==> src/rtl/sha256_msg_sched.sv <==
// SHA-256 message schedule: loads M[0..15], then emits W[0..NWORDS-1] one word per handshake; first word 1 clk after the 16th load.
// out_ready low freezes every output and all state; in_ready is low throughout emission, so inputs are never queued.
module sha256_msg_sched #(
    parameter int NWORDS = 64
) (
    input  logic        clk,
    input  logic        rst,
    input  logic        in_valid,
    output logic        in_ready,
    input  logic [31:0] in_word,
    output logic        out_valid,
    input  logic        out_ready,
    output logic [31:0] out_word,
    output logic [5:0]  out_idx,
    output logic        out_last,
    output logic        busy
);

    typedef enum logic {
        LOAD = 1'b0,
        EMIT = 1'b1
    } state_t;

    localparam logic [5:0] TLAST = 6'(NWORDS - 1);

    state_t      state_q;
    state_t      state_d;
    logic [31:0] win [16];
    logic [3:0]  lcnt;
    logic [5:0]  t;
    logic [31:0] w_next;
    logic        in_hs;
    logic        out_hs;

    function automatic logic [31:0] ssig0(input logic [31:0] x);
        return {x[6:0], x[31:7]} ^ {x[17:0], x[31:18]} ^ {3'b000, x[31:3]};
    endfunction

    function automatic logic [31:0] ssig1(input logic [31:0] x);
        return {x[16:0], x[31:17]} ^ {x[18:0], x[31:19]} ^ {10'b0, x[31:10]};
    endfunction

    // Outputs decode only registered state, so out_ready never reaches them combinationally.
    assign in_ready  = (state_q == LOAD);
    assign out_valid = (state_q == EMIT);
    assign out_word  = out_valid ? win[0] : 32'd0;
    assign out_idx   = t;
    assign out_last  = out_valid && (t == TLAST);
    assign busy      = out_valid || (lcnt != 4'd0);

    assign in_hs  = in_valid && in_ready;
    assign out_hs = out_valid && out_ready;
    assign w_next = ssig1(win[14]) + win[9] + ssig0(win[1]) + win[0];

    always_comb begin
        state_d = state_q;
        case (state_q)
            LOAD: if (in_hs && lcnt == 4'd15) state_d = EMIT;
            EMIT: if (out_hs && t == TLAST) state_d = LOAD;
            default: state_d = LOAD;
        endcase
    end

    always_ff @(posedge clk) begin
        if (rst) begin
            state_q <= LOAD;
            lcnt    <= 4'd0;
            t       <= 6'd0;
            for (int k = 0; k < 16; k++) win[k] <= 32'd0;
        end else begin
            state_q <= state_d;
            if (in_hs) begin
                win[lcnt] <= in_word;
                lcnt      <= lcnt + 4'd1;   // wraps to 0 on the 16th word
                t         <= 6'd0;
            end
            if (out_hs) begin
                for (int k = 0; k < 15; k++) win[k] <= win[k+1];
                win[15] <= w_next;
                t       <= (t == TLAST) ? 6'd0 : t + 6'd1;
            end
        end
    end

endmodule

==> config.mk <==
export PLATFORM = sky130hd
export DESIGN_NAME = sha256_msg_sched
export DESIGN_NICKNAME = d
export VERILOG_FILES = /design/src/rtl/sha256_msg_sched.sv
export SDC_FILE = /design/constraint.sdc
export NUM_CORES = 1
export LEC_CHECK = 0
export CORE_UTILIZATION = 50
export CTS_CLUSTER_SIZE = 14
export DETAILED_ROUTE_END_ITERATION = 10
export PLACE_DENSITY = 0.67
export REMOVE_ABC_BUFFERS = 1
export SLEW_MARGIN = 20
export SYNTH_ARGS = -nofsm -noshare
export SYNTH_HDL_FRONTEND = slang
export SYNTH_SLANG_ARGS = --single-unit
==> constraint.sdc <==
create_clock -name clk -period 5.6 [get_ports clk]
set_clock_uncertainty 0.05 [all_clocks]
set_input_delay 0.84 -clock clk [delete_from_list [all_inputs] [get_ports clk]]
set_output_delay 0.84 -clock clk [all_outputs]
set_load 0.01 [all_outputs]
==> run_results.csv <==
group,metric,value,unit
setup_path,timing.rr.end,"win[15][30]",
global_route,antenna_found_initial,2,
finish,insertedDiodeCount,0,
clocking,tritoncts,"built",
setup_path,endpoint_kind,"flop",
detailed_routing,wirelength,83400,um
yosys,yosysUniqueCellTypes,64,
setup_path,arrival,5.23,ns
timing,setup_violations,0,
timing,slew_headroom,18.3,%
finish,final_cell_mix,"edfxtp_1, nand2_1, a22o_1",
floorplanning,rows,84,
yosys,synth_edf_count,512,
clocking,clockBufferDepth,3,
pwr,p_seq_share,36.6,%
detailed_routing,vias,18000,
clocking,clk_pin_slew,0.06,ns
pwr,intPower,8700,uW
min_path,holdPathStages,1,
pwr,power_density,456,mW/mm^2
yosys,netlist_area,0.0266,mm^2
detailed_routing,first_pass_iters,6,
detailed_routing,drt_iter0_markers,2093,
floorplanning,ios,78,
global_route,grt_pass1_vias,17100,
timing,tightest_slew,1.22,ns
clocking,cts.sinks,523,
timing,min_period,4.93,ns
min_path,holdCritStartpoint,"win[8][3]",
floorplanning,core,0.0526,mm^2
clocking,cts-resized-gates,0,
setup_path,crit_fanout,5,
clocking,hold_buffers,0,
clocking,worstSkewPairLatency,0.61,ns
floorplanning,start_util,50.7,%
yosys,ys.flop_type,"edfxtp_1",
detailed_routing,routedWlPerCell,27.9,um
timing,final-hold-violation-count,0,
pwr,combPwrFrac,37.0,%
pwr,switching_share,36.2,%
setup_path,r2r_slack,0.67,ns
yosys,seq_area_frac_synth,58.6,%
pwr,power_switching,4940,uW
finish,area_delta_synth_final,12.4,%
floorplanning,chipHeight,233,um
detailed_routing,postRouteAntennaNets,0,
setup_path,path_class,"reg2reg",
setup_path,rr_worst_depth,15,
yosys,yosysWarnings,0,
min_path,hold_end,"win[7][3]",
timing,fin_hold_ws,0.474,ns
timing,timing.final.crit_share,88.0,%
clocking,cts-root-buf,"clkbuf_16",
finish,stdcell_count,2985,
status,status,"completed",
pwr,clkPwrFrac,26.4,%
flow_run,cap_violations,0,
finish,fin_util,56.9,%
pwr,leakage,0.0110,uW
clocking,cts_setup_buffers,0,
yosys,ys_async_sr_fraction,0,%
setup_path,critPathLaunchType,"flop",
yosys,syn_avg_cell_area,11.7,um^2
setup_path,cp.required,5.90,ns
placement,gp_congestion,0.977,
yosys,synth_seq_cells,523,
floorplanning,die_w,233,um
placement,pre_cts_ws,0.721,ns
global_route,grt_pass1_wl,119000,um
timing,fmax,203,MHz
timing,setup_slack,0.672,ns
global_route,grt_max_degree,100,
placement,placedCellCount,2883,
detailed_routing,vias_per_cell,6.04,
clocking,htreeDepth,2,
global_route,grt.overflow.total,0,
finish,layout_commonest_cell,"edfxtp_1",
detailed_routing,drcViolationCount,0,
pwr,p_total,13600,uW
placement,dp_hpwl,56700,um
placement,numPortBuffers,77,
setup_path,r2r_start,"win[1][23]",
global_route,track_usage,31.1,%
floorplanning,die_area,0.0542,mm^2
finish,final_nets,2391,
clocking,cts_inserted_buffers,55,
yosys,synthCells,2272,
min_path,hold_class,"reg2reg",
timing,rsz0062_at_grt,"no",
finish,drive_gt1_share,7.40,%
timing,slew_violations,0,
pwr,ir_drop,0.280,mV
finish,fillers,4393,
[registers in the layout, indices dropped and copies added (netlist names)]
register,cells
out_valid,1
win,512
out_idx,6
lcnt,4
[routing by layer]
metal	wire [um]	up-vias	part of all wire, %	GRT usage, %
met5	0	-	0	0
met2	38100	859	46	48.0
met1	34700	8917	42	43.5
li1	-	8100	-	-
met3	6330	154	7.6	4.45
met4	4350	0	5.2	14.5
[cell usage after synthesis, drive strengths merged (2+ instances only)]
library cell  count  area [um^2]
and2b             2         17.5
a31o              4         35.0
a22oi             2         15.0
a211oi            3         22.5
and3              6         38.8
a41oi             2         25.0
inv             156          586
o21bai            3         22.5
buf              33          125
a211o             2         17.5
a221oi            2         17.5
a21oi            39          199
or3               3         18.8
and2             10         66.3
nand2           371         1390
ha               36          450
a32o              2         20.0
edfxtp          512        15400
o21ai           220         1100
nor3             11         55.1
a21o             11         83.8
xnor2           116         1020
o31ai             3         27.5
nand4             5         31.3
nor2b             7         43.8
mux2i             2         20.0
clkbuf          163          622
xor2             30          263
nor2             75          282
a22o            324         2840
nand3            14         70.1
fa               62         1240
o21a              3         22.5
nand2b           11         68.8
dfxtp            11          220
[power groups by stage]
stage	combinational (uW)	clock, uW	sequential [uW]
floorplan	3230	0	4970
global placement	4890	0	5060
detailed placement	4900	0	5070
CTS	4950	3620	4990
global route	5440	3770	5010
finish	5040	3590	5000
[cells by family (layout without fill, tap and decap cells)]
logic type	Yosys count	count (layout)	share of synthesized area, %
XOR/XNOR	146	146	4.80
AND/OR/NAND/NOR	520	520	7.99
adder cells (fa/ha/maj)	98	98	6.36
multiplexers	2	2	0.0752
AO/OA/AOI/OAI	628	628	17.0
flip-flops	523	523	58.6
buffers and inverters	355	380	5.21
[cell type report]
cell class / instances / area (um^2) / area share (%)
multi-input cells: 1394 / 9830 / 32.9
repair buffers: 127 / 1300 / 4.35
flip-flops and latches: 523 / 15600 / 52.1
clock buffers: 65 / 1460 / 4.87
well taps: 688 / 861 / 2.88
inverters: 156 / 588 / 1.97
clock inverters: 32 / 275 / 0.920
[how the worst max path moves through the flow]
stage	startpoint	to	slack (ns)	depth (start not counted)
finish	win[1][23]	win[15][30]	0.67	15
global route	win[1][8]	win[15][30]	0.41	15
CTS	win[1][23]	win[15][30]	0.69	15
detailed placement	win[1][23]	win[15][30]	0.72	15
global placement	win[1][23]	win[15][30]	0.86	15
floorplan	out_ready	win[1][0]	-6.36	3
[worst max-delay path: stages, from the launching register on]
cell      delay [ns]
edfxtp_1        0.49
xnor2_1         0.18
xnor2_1         0.18
fa_1            0.54
inv_1           0.06
fa_1            0.49
inv_1           0.05
ha_1            0.37
nand3_1         0.10
nor2_1          0.13
o21ai_0         0.24
o311ai_0        0.89
nand4_1         0.28
o21ai_0         0.31
mux2i_1         0.23
o21ai_0         0.08
[per-stage QoR]
stage	area (um^2)	TNS [ns]
after global routing	29900	0
after detailed placement	28000	0
after CTS	29800	0
after global placement	28000	0
final	29900	0
after floorplan	25800	-2033.76
(Power assumes the default switching activity.)
